### src/rtl/alu_issue_queue.sv
// Operation FIFO in front of an external combinational ALU, with a registered
// result stage, a sticky overflow flag and a retired-operation counter.
module alu_issue_queue #(
  parameter int DEPTH = 4,
  parameter int CNT_W = 16
) (
  input  logic                    clk,
  input  logic                    rst_n,
  input  logic                    in_valid,
  output logic                    in_ready,
  input  logic [31:0]             in_a,
  input  logic [31:0]             in_b,
  input  logic [2:0]              in_f,
  output logic [31:0]             alu_a,
  output logic [31:0]             alu_b,
  output logic [2:0]              alu_f,
  input  logic [31:0]             alu_result,
  input  logic                    alu_zero,
  input  logic                    alu_overflow,
  input  logic                    alu_carry,
  input  logic                    alu_negative,
  output logic                    out_valid,
  input  logic                    out_ready,
  output logic [31:0]             out_result,
  output logic [3:0]              out_flags,
  output logic                    out_err,
  output logic                    sticky_ovf,
  input  logic                    clr_sticky,
  output logic [CNT_W-1:0]        retired,
  output logic [$clog2(DEPTH):0]  level
);

  localparam int AW = $clog2(DEPTH);
  localparam logic [AW:0] FULL_LEVEL = (AW+1)'(DEPTH);

  logic [31:0]   r_memA [DEPTH];
  logic [31:0]   r_memB [DEPTH];
  logic [2:0]    r_memF [DEPTH];
  logic [AW-1:0] r_wrPtr;
  logic [AW-1:0] r_rdPtr;
  logic [AW:0]   r_level;

  logic             r_outValid;
  logic [31:0]      r_outResult;
  logic [3:0]       r_outFlags;
  logic             r_outErr;
  logic             r_sticky;
  logic [CNT_W-1:0] r_retired;

  logic w_empty;
  logic w_push;
  logic w_load;
  logic w_legal;

  assign w_empty  = (r_level == '0);
  assign in_ready = (r_level != FULL_LEVEL);
  assign w_push   = in_valid && in_ready;
  assign w_load   = !w_empty && (!r_outValid || out_ready);

  assign alu_a = w_empty ? '0 : r_memA[r_rdPtr];
  assign alu_b = w_empty ? '0 : r_memB[r_rdPtr];
  assign alu_f = w_empty ? '0 : r_memF[r_rdPtr];

  always_comb begin
    case (alu_f)
      3'b000, 3'b001, 3'b010, 3'b011, 3'b101: w_legal = 1'b1;
      default:                                w_legal = 1'b0;
    endcase
  end

  // Storage carries no reset; only entries between the pointers are ever read.
  always_ff @(posedge clk) begin
    if (w_push) begin
      r_memA[r_wrPtr] <= in_a;
      r_memB[r_wrPtr] <= in_b;
      r_memF[r_wrPtr] <= in_f;
    end
  end

  always_ff @(posedge clk or negedge rst_n) begin
    if (!rst_n) begin
      r_wrPtr     <= '0;
      r_rdPtr     <= '0;
      r_level     <= '0;
      r_outValid  <= 1'b0;
      r_outResult <= '0;
      r_outFlags  <= '0;
      r_outErr    <= 1'b0;
      r_sticky    <= 1'b0;
      r_retired   <= '0;
    end else begin
      if (w_push) r_wrPtr <= r_wrPtr + AW'(1);
      if (w_load) r_rdPtr <= r_rdPtr + AW'(1);

      case ({w_push, w_load})
        2'b10:   r_level <= r_level + (AW+1)'(1);
        2'b01:   r_level <= r_level - (AW+1)'(1);
        default: r_level <= r_level;
      endcase

      // Illegal codes still retire in order but report a zeroed result.
      if (w_load) begin
        r_outValid  <= 1'b1;
        r_outResult <= w_legal ? alu_result : '0;
        r_outFlags  <= w_legal ? {alu_negative, alu_zero, alu_carry, alu_overflow} : 4'b0000;
        r_outErr    <= !w_legal;
        r_retired   <= r_retired + CNT_W'(1);
      end else if (out_ready) begin
        r_outValid  <= 1'b0;
      end

      if (w_load && w_legal && alu_overflow) r_sticky <= 1'b1;
      else if (clr_sticky)                   r_sticky <= 1'b0;
    end
  end

  assign out_valid  = r_outValid;
  assign out_result = r_outResult;
  assign out_flags  = r_outFlags;
  assign out_err    = r_outErr;
  assign sticky_ovf = r_sticky;
  assign retired    = r_retired;
  assign level      = r_level;

endmodule

### config.mk
export PLATFORM = sky130hd
export DESIGN_NAME = alu_issue_queue
export DESIGN_NICKNAME = d
export VERILOG_FILES = /design/src/rtl/alu_issue_queue.sv
export SDC_FILE = /design/constraint.sdc
export NUM_CORES = 1
export LEC_CHECK = 0
export ABC_AREA = 1
export CAP_MARGIN = 15
export CORE_ASPECT_RATIO = 1.1
export CORE_MARGIN = 2
export CORE_UTILIZATION = 29
export DETAILED_ROUTE_END_ITERATION = 10
export SLEW_MARGIN = 20
export SYNTH_ARGS = -nofsm -noshare
export SYNTH_HDL_FRONTEND = slang
export SYNTH_SLANG_ARGS = --single-unit
### constraint.sdc
create_clock -name clk -period 10.2 [get_ports clk]
set_input_delay 1.02 -clock clk [delete_from_list [all_inputs] [get_ports clk]]
set_output_delay 1.02 -clock clk [all_outputs]
set_load 0.01 [all_outputs]
==> reports/qor.yml, run 1 <==
outcome:
  status: "finished clean"
setup_path:
  crit_required_ns: 9.18
  criticalPathCategory: "flop to primary output"
  slowest_stage: "dfrtp_4"
  startpoint_type: "flop"
  rrSetupSlack_ns: 7.20
  reg2reg_to: "r_memA[0][9]$_DFFE_PP_"
  cp-startpoint: "r_rdPtr[0]$_DFFE_PN0P_"
  reg2reg_from: "level[1]$_DFFE_PN0P_"
  crit_end: "alu_a[23]"
  path_cells: "inv_4 > buf_4 > o21ai_0 > a21oi_1 > clkdlybuf4s50_1"
  crit_fanout: 94
  critPathMaxStageDelay_ns: 0.71
  worst_setup_path_end_kind: "primary output"
  arrival_ns: 3.57
  worstRegToRegCells: 5
routing:
  avgRoutedWirePerCell_um: 16.7
  drc: 0
  first_pass_iters: 5
  drtIter0Drc: 466
  vias_per_cell: 4.55
  via_count: 9013
  drt-total-wl_mm: 33.0
  drtAntennaViolNets: 0
timing:
  max_freq_mhz: 218
  tightest_slew_ns: 1.01
  drv_slew: 0
  fin_skew_ns: 0.0133
  tns_ns: 0
  finalHoldViolCount: 0
  min_period_ns: 4.59
  setup_viol: 0
  post-route-period-util_pct: 45.0
  rsz0062_at_grt: "no"
  slew_headroom_pct: 32.4
power:
  pwr-share-clk_pct: 24.3
  p_sw_share_pct: 35.7
  seqPwrFrac_pct: 35.5
  p_leak_nw: 6.29
  max-vdd-ir-drop_mv: 0.207
  internal_power_w: 0.00351
  comb_power_share_pct: 40.2
  finalPower_w: 0.00546
  p_switching_w: 0.00195
  power_density_mw_per_mm2: 312
die:
  die_w_um: 209
  core-area_mm2: 0.0457
  chipHeight_um: 230
  start_util_pct: 29.4
  pin_count: 234
  rows: 82
  die_area_mm2: 0.0480
placed_design:
  dp_hpwl_mm: 19.7
  place_congestion: 0.735
  port-buffer-count: 233
clocking:
  clockBufferDepth: 3
  clkTransAtPathRegs_ns: 0.06
  cts_num_sinks: 330
  ctsResizeCount: 0
  h-tree-depth: 2
  numCtsBuffers: 38
  clk_latency_ns: 0.55
  cts_root_buf: "clkbuf_16"
  postCtsHoldBufs: 0
  cts_tree: "yes"
  post-cts-setup-buffer-count: 0
finish:
  final_nets: 1475
  n_fill_cell: 4333
  drive_gt1_share_pct: 8.13
  synthToLayoutAreaGrowth_pct: 30.4
synthesis:
  synth_nets: 1251
  synth_ff_type: "edfxtp_1"
  synth_area_leaders: "edfxtp_1 60%, dfrtp_1 12%, nor2_1 8.0%, o21ai_0 4.3%, nand2_1 3.9%"
  yosysTopAreaCellShare_pct: 60.0
  synthArstFlopShare_pct: 18.8
  yosysUniqueCellTypes: 27
  synth_edf_count: 268
  syn_inst: 1136
  syn_area_mm2: 0.0134
  synth.yosys.seq_area_share_pct: 71.5
  ys_ff_latch: 330
  yosysMostFrequentCell: "nor2_1"
  ys_warn_count: 0
  synth.largest_area_cell: "edfxtp_1"
  yosys-top-cells-count: "287 x nor2_1, 268 x edfxtp_1, 138 x nand2_1"
  syn_avg_cell_area_um2: 11.8
job:
  maxCapViolations: 0
min_path:
  min_path_type: "flop to flop"
global_route:
  antenna_found_initial: 4
  grt_remaining_overflow: 0
  grt_pass1_wl_mm: 51.4
  grt.total_usage_pct: 13.7
  grt_max_degree: 95
  grt_pass1_vias: 8930
## flip-flops by register name (all words and copies together), names as in the netlist
register,flops
r_memA,128
r_memB,128
out_result,32
retired,16
r_memF,12
out_flags,4
level,3
r_rdPtr,2
r_wrPtr,2
out_err,1
out_valid,1
sticky_ovf,1
## worst min path at each step
stage / slack, ns / from / endpoint / cells after the start
2_1_floorplan: 0.51 / sticky_ovf$_DFFE_PN0P_ / sticky_ovf$_DFFE_PN0P_ / 2
3_3_place_gp: 0.46 / out_result[17]$_DFFE_PN0P_ / out_result[17]$_DFFE_PN0P_ / 2
3_5_place_dp: 0.46 / out_result[30]$_DFFE_PN0P_ / out_result[30]$_DFFE_PN0P_ / 2
4_1_cts: 0.48 / out_result[30]$_DFFE_PN0P_ / out_result[30]$_DFFE_PN0P_ / 2
5_1_grt: 0.50 / out_flags[1]$_DFFE_PN0P_ / out_flags[1]$_DFFE_PN0P_ / 2
6_report: 0.48 / out_result[30]$_DFFE_PN0P_ / out_result[30]$_DFFE_PN0P_ / 2
## placed cells by master, fill, tap and decap left out, types with 6 or more instances in the layout
cell / count
nor2_1: 283
edfxtp_1: 268
clkdlybuf4s50_1: 232
nand2_1: 138
o21ai_0: 115
a21oi_1: 68
dfrtp_1: 60
clkbuf_16: 40
inv_1: 29
nand3_2: 29
nand3_1: 21
o21ai_1: 20
clkbuf_1: 13
buf_4: 13
xor2_1: 7
nand4_1: 6
ha_1: 6
clkinv_1: 6
## metrics by stage
stage	hold WS [ns]	std cells	setup WS, ns	area [um^2]	util, %
3_5_place_dp	0.464	1907	6.09	16200	35.6
6_report	0.477	1981	5.61	17500	38.3
2_1_floorplan	0.512	1136	5.70	13400	-
5_1_grt	0.499	1980	5.31	17500	38.3
3_3_place_gp	0.462	1907	6.12	16200	35.6
4_1_cts	0.480	1977	5.47	17500	38.3
## power by group through the flow
stage               combinational, W  sequential [W]  clock [W]
finish                       0.00220         0.00194    0.00133
global route                 0.00243         0.00197    0.00142
CTS                          0.00225         0.00194    0.00137
detailed placement           0.00224         0.00197          0
global placement             0.00223         0.00196          0
floorplan                    0.00122         0.00197          0
## worst max-delay path, delay by kind of cell, from the launching register on
family / cells / cell delay, ns
buffers and inverters: 3 / 1.72
DFF: 1 / 0.71
AOI/OAI and AO/OA: 2 / 0.47
## metal layers
| layer | routed length [um] | global-route usage, % |
|---|---|---|
| met1 | 14200 | 17.0 |
| met2 | 16800 | 23.8 |
| met3 | 1450 | 2.69 |
| met4 | 621 | 4.89 |
| met5 | 13 | 0 |
## layout make-up
class | instances | area (um^2) | share of cell area (%)
inverter | 33 | 126 | 0.722
multi-input combinational | 710 | 3350 | 19.2
tap | 588 | 736 | 4.21
timing repair buffer | 247 | 2440 | 14.0
antenna | 3 | 7.51 | 0.0429
clock inverter | 16 | 159 | 0.908
sequential | 330 | 9600 | 54.9
clock buffer | 54 | 1060 | 6.08
## cells by family after synthesis
logic type	Yosys count	synth area share [%]
simple gates	487	15.5
fa+ha+maj	7	0.709
flops	330	71.5
xor+xnor	11	0.718
compound gates	205	7.76
buf+inv	96	3.74
Power figures use the tool's default switching activity.
==> inputs of run 2 (changes only) <==
Clock period 10.2 ns to 3.8 ns, I/O delays scaled along.
==> run 2 against run 1 <==
  * The flow now finishes with violations (negative hold slack)
  * Sequential share of layout area fell by 0.36 points
  * Via count rose by 0.18%
  * Design area increased by 0.67%
  * Clock power rose to 2.8 times the previous value
  * Global-route usage increased by 0.32 points
  * Non-clock buffer count increased by 3
  * Setup slack lost 5.2 ns
  * Total power rose to 2.7 times the previous value
  * Sequential cell count unchanged
  * Critical endpoint is now alu_b[12]
  * Largest cell class unchanged
  * Highest routed layer unchanged
==> reports/qor.yml, run 2 (synthesized netlist as in run 1, its figures left out) <==
routing:
  drtAntennaViolNets: 0  # unchanged
  vias_per_cell: 4.56  # +0.23%
  drt-total-wl_mm: 33.7  # +2.0%
  drtIter0Drc: 467  # +0.21%
  drc: 0  # unchanged
  avgRoutedWirePerCell_um: 17.0  # +2.1%
  via_count: 9029  # +0.18%
  first_pass_iters: 4  # -1
setup_path:
  startpoint_type: "flop"
  worstRegToRegCells: 9  # +4
  rrSetupSlack_ns: 1.40  # -5.80 ns
  worst_setup_path_end_kind: "primary output"
  reg2reg_from: "r_rdPtr[0]$_DFFE_PN0P_"
  crit_fanout: 62  # -34%
  crit_required_ns: 3.42  # -5.76 ns
  criticalPathCategory: "flop to primary output"
  arrival_ns: 3.00  # -0.57 ns
  reg2reg_to: "sticky_ovf$_DFFE_PN0P_"
finish:
  final_common_cell: "nor2_1"
  synthToLayoutAreaGrowth_pct: 31.3
  mostFrequentLayoutCells: "283 x nor2_1, 268 x edfxtp_1, 232 x clkdlybuf4s50_1"
  register_area_mm2: 0.00960  # unchanged
  final_util_pct: 38.6  # +0.25 points
  final_nets: 1478  # +0.20%
  design_area_mm2: 0.0176  # +0.67%
  multiInputGateArea_mm2: 0.00335  # unchanged
  drive_gt1_share_pct: 8.71  # +0.58 points
  n_fill_cell: 4320  # -0.30%
die:
  pin_count: 234  # unchanged
  chipHeight_um: 230  # unchanged
  die_area_mm2: 0.0480  # unchanged
  start_util_pct: 29.4  # unchanged
  rows: 82  # unchanged
  core-area_mm2: 0.0457  # unchanged
  die_w_um: 209  # unchanged
power:
  power_density_mw_per_mm2: 846  # +170%
  finalPower_w: 0.0149  # +170%
  max-vdd-ir-drop_mv: 0.523  # +150%
  p_leak_nw: 6.33  # +0.59%
timing:
  max_freq_mhz: 296
  whs_ns: -0.0136  # -0.490 ns
  fin_skew_ns: 0.0216  # +0.00831 ns
  slew_headroom_pct: 36.6  # +4.3 points
  drv_slew: 0  # unchanged
  setup_viol: 0  # unchanged
  finalHoldViolCount: 11  # +11
  post-route-period-util_pct: 88.8
  min_period_ns: 3.38
  tns_ns: 0  # unchanged
  rsz0062_at_grt: "no"
  tightest_slew_ns: 0.950  # -0.0618 ns
placed_design:
  dp_hpwl_mm: 19.4  # -1.4%
  dpl_cell_area_mm2: 0.0163  # +0.57%
  port-buffer-count: 233  # unchanged
  place_congestion: 0.752  # +2.3%
global_route:
  grt_pass1_vias: 9028  # +1.1%
  grt_remaining_overflow: 0  # unchanged
  grtUsageMet1_pct: 17.4  # +0.36 points
  grt_max_degree: 69  # -27%
  use_met2_pct: 23.8  # +0.083 points
  antenna_found_initial: 4  # unchanged
  busiest_layer: "met2"
  grt.total_usage_pct: 14.0  # +0.32 points
  met3_usage_pct: 3.50  # +0.81 points
  grt_pass1_wl_mm: 52.3  # +1.7%
outcome:
  status: "complete, but fails checks"
  violations: "negative hold slack"
clocking:
  post-cts-setup-buffer-count: 0  # unchanged
  cts_tree: "yes"
  clkTransAtPathRegs_ns: 0.06  # about the same
  cts_num_sinks: 330  # unchanged
  clockBufferDepth: 3  # unchanged
  ctsResizeCount: 0  # unchanged
  clk_latency_ns: 0.55  # about the same
  h-tree-depth: 2  # unchanged
  cts_root_buf: "clkbuf_16"
  postCtsHoldBufs: 0  # unchanged
  numCtsBuffers: 38  # unchanged
min_path:
  min_path_type: "input port to async pin"
job:
  maxCapViolations: 0  # unchanged
[run 2: cell types whose count changed in the layout (fill, tap and decap cells not counted), moves of 2 or more]
cell        delta
clkbuf_1       -6
bufinv_16      +3
clkinvlp_4     +4
inv_6          -4
buf_12         +4
clkinv_1       -3
clkinv_2       +2
clkinv_8       +2
[run 2: layer usage]
layer  wire length, um  vias up
met5                14        -
met4               743        2
met3              1790       50
met2             16800      191
met1             14300     4417
li1                  -     4369
[run 2: layout make-up]
type	instances	share of cell area, %
sequential	330	54.5
multi-input combinational	710	19.0
timing repair buffer	250	14.3
clock buffer	46	5.69
tap	588	4.18
clock inverter	20	1.50
inverter	33	0.718
antenna	3	0.0426
[run 2: metrics by stage]
| stage | setup WS [ns] | cells |
|---|---|---|
| final | 0.425 | 1980 |
| after global placement | 0.935 | 1911 |
| after CTS | 0.289 | 1977 |
| after detailed placement | 0.899 | 1911 |
| after global routing | 0.147 | 1980 |
| after floorplan | -0.391 | 1136 |
[run 2: worst max-delay path by stage]
stage,start,end,slack [ns],depth (start not counted)
after floorplan,level[1]$_DFFE_PN0P_,r_memA[0][0]$_DFFE_PP_,-0.39,4
after global placement,r_rdPtr[0]$_DFFE_PN0P_,alu_b[12],0.94,5
after detailed placement,r_rdPtr[0]$_DFFE_PN0P_,alu_b[12],0.90,5
after CTS,r_rdPtr[0]$_DFFE_PN0P_,alu_b[12],0.29,5
after global routing,r_rdPtr[0]$_DFFE_PN0P_,alu_b[0],0.15,6
final,r_rdPtr[0]$_DFFE_PN0P_,alu_b[12],0.42,5
[run 2: power by group]
part	switching (W)	total, W	internal (W)
sequential	0.000362	0.00517	0.00481
clock	0.00147	0.00370	0.00223
combinational	0.00347	0.00603	0.00256
total	0.00530	0.0149	0.00960
[run 2: critical path: stages, from the launching register on]
cell             delay, ns
dfrtp_4               0.67
inv_4                 0.45
buf_12                0.31
o21ai_0               0.13
a21oi_1               0.27
clkdlybuf4s50_1       0.59
==> inputs of run 3 (changes only) <==
Settings changed: CTS_CLUSTER_DIAMETER set to 40.
==> run 3 against run 2 <==
  * The run now ends clean
  * Clock power up 28%
  * Count of clock-buffer cells in the layout increased by 9
  * Via count shrank 0.23%
  * Non-clock buffer count rose by 1
  * Critical path depth stayed put
==> reports/qor.yml, run 3 (synthesized netlist as in run 1, its figures left out) <==
outcome:
  status: "finished clean"
setup_path:
  crit_fanout: 62  # unchanged
  reg2reg_from: "r_rdPtr[0]$_DFFE_PN0P_"
  worstRegToRegCells: 9  # unchanged
  crit_end: "alu_b[12]"
  worst_setup_path_end_kind: "primary output"
  arrival_ns: 3.03  # +0.03 ns
  reg2reg_to: "sticky_ovf$_DFFE_PN0P_"
  cp-startpoint: "r_rdPtr[0]$_DFFE_PN0P_"
  criticalPathCategory: "flop to primary output"
  rrSetupSlack_ns: 1.41  # about the same
  startpoint_type: "flop"
  crit_required_ns: 3.42  # about the same
power:
  power_density_mw_per_mm2: 880  # +4.0%
  p_leak_nw: 6.58  # +4.0%
  max-vdd-ir-drop_mv: 0.510  # -2.4%
die:
  rows: 82  # unchanged
  die_w_um: 209  # unchanged
  pin_count: 234  # unchanged
  chipHeight_um: 230  # unchanged
  core-area_mm2: 0.0457  # unchanged
  start_util_pct: 29.4  # unchanged
  die_area_mm2: 0.0480  # unchanged
placed_design:
  pre_cts_slack_ns: 0.899  # unchanged
  place_congestion: 0.752  # unchanged
  port-buffer-count: 233  # unchanged
  dp_hpwl_mm: 19.4  # unchanged
routing:
  first_pass_iters: 4  # unchanged
  drtIter0Drc: 526  # +13%
  avgRoutedWirePerCell_um: 17.0  # -0.38%
  via_count: 9008  # -0.23%
  drtAntennaViolNets: 0  # unchanged
  drt-total-wl_mm: 34.1  # +1.1%
  vias_per_cell: 4.48  # -1.7%
  drc: 0  # unchanged
clocking:
  ctsResizeCount: 0  # unchanged
  cts_num_sinks: 330  # unchanged
  clkTransAtPathRegs_ns: 0.05  # about the same
  h-tree-depth: 2  # unchanged
  cts_tree: "yes"
  clk_latency_ns: 0.57  # +0.02 ns
  clockBufferDepth: 3  # unchanged
  cts_root_buf: "clkbuf_16"
  numCtsBuffers: 51  # +34%
global_route:
  grt_remaining_overflow: 0  # unchanged
  grt_pass1_wl_mm: 52.7  # +0.71%
  antenna_found_initial: 4  # unchanged
  grt.total_usage_pct: 14.1  # +0.057 points
  grt_pass1_vias: 9138  # +1.2%
  grt_max_degree: 69  # unchanged
timing:
  max_freq_mhz: 293  # -1.1%
  finalHoldViolCount: 0  # -11
  finalWorstSetupSlack_ns: 0.386  # -0.0386 ns
  drv_slew: 0  # unchanged
  setup_viol: 0  # unchanged
  rsz0062_at_grt: "no"
  fin_skew_ns: 0.0186  # -0.00303 ns
  slew_headroom_pct: 35.2  # -1.4 points
  whs_ns: 0.363  # +0.377 ns
  tightest_slew_ns: 0.972  # +0.0214 ns
  min_period_ns: 3.41  # +0.0386 ns
  post-route-period-util_pct: 89.8  # +1.0 points
finish:
  drive_gt1_share_pct: 10.7  # +2.0 points
  final_common_cell: "nor2_1"
  synthToLayoutAreaGrowth_pct: 35.0
  n_fill_cell: 4301  # -0.44%
  final_nets: 1492  # +0.95%
  mostFrequentLayoutCells: "283 x nor2_1, 268 x edfxtp_1, 232 x clkdlybuf4s50_1"
job:
  maxCapViolations: 0  # unchanged
min_path:
  min_path_type: "input port to flop"
## run 3: changes by cell type in the layout (fill, tap and decap cells not counted), moves of 2 or more
| cell | change |
|---|---|
| clkbuf_16 | +14 |
| clkbuf_1 | -5 |
| clkinv_2 | +5 |
| inv_8 | +4 |
| clkinv_4 | +3 |
| inv_6 | +3 |
| clkinv_1 | +2 |
| clkinv_8 | -2 |
| clkinvlp_4 | +2 |
## run 3: final cells by class
type	instances	area, um^2	area share (%)
sequential	330	9600	53.0
multi-input combinational	710	3350	18.5
inverter	33	126	0.698
clock inverter	39	427	2.36
antenna	3	7.51	0.0414
timing repair buffer	251	2530	14.0
clock buffer	55	1330	7.36
tap	588	736	4.06
## run 3: per-layer routing
layer	vias to the layer above	track usage (%)	wire length [um]
met5	-	0	13
met1	4363	17.3	14600
met2	192	23.9	16900
li1	4405	-	-
met4	2	5.09	761
met3	46	3.62	1760
## run 3: worst min path at each step
stage / startpoint / to / cells after the start
2_1_floorplan: rst_n / level[0]$_DFFE_PN0P_ / 0
3_3_place_gp: out_result[24]$_DFFE_PN0P_ / out_result[24]$_DFFE_PN0P_ / 2
3_5_place_dp: out_flags[3]$_DFFE_PN0P_ / out_flags[3]$_DFFE_PN0P_ / 2
4_1_cts: alu_result[0] / out_result[0]$_DFFE_PN0P_ / 3
5_1_grt: alu_result[9] / out_result[9]$_DFFE_PN0P_ / 3
6_report: alu_result[0] / out_result[0]$_DFFE_PN0P_ / 3
## run 3: per-stage QoR
| step | setup TNS (ns) | area, um^2 | total power, W | util, % | instances |
|---|---|---|---|---|---|
| after global routing | 0 | 18100 | 0.0169 | 39.7 | 2009 |
| after global placement | 0 | 16300 | 0.0113 | 35.8 | 1911 |
| after CTS | 0 | 18100 | 0.0162 | 39.7 | 2006 |
| final | 0 | 18100 | 0.0159 | 39.7 | 2009 |
| after floorplan | -104.80 | 13400 | 0.00855 | - | 1136 |
| after detailed placement | 0 | 16300 | 0.0114 | 35.8 | 1911 |
## run 3: where the power goes
part | internal [W] | leakage [nW] | switching, W
sequential | 0.00481 | 3.24 | 0.000362
clock | 0.00298 | 0.849 | 0.00175
combinational | 0.00256 | 2.49 | 0.00348
## run 3: what timing repair did
item / 4_1_cts / 5_1_grt
hold buffers: 1 / 0
buffers inserted: 0 / 0
endpoints found under the hold margin: 40 / 0
## run 3: critical path: stages (launching register included)
cell and delay [ns]:
dfrtp_4 0.66, inv_4 0.45, buf_12 0.32, o21ai_0 0.13, a21oi_1 0.27, clkdlybuf4s50_1 0.59
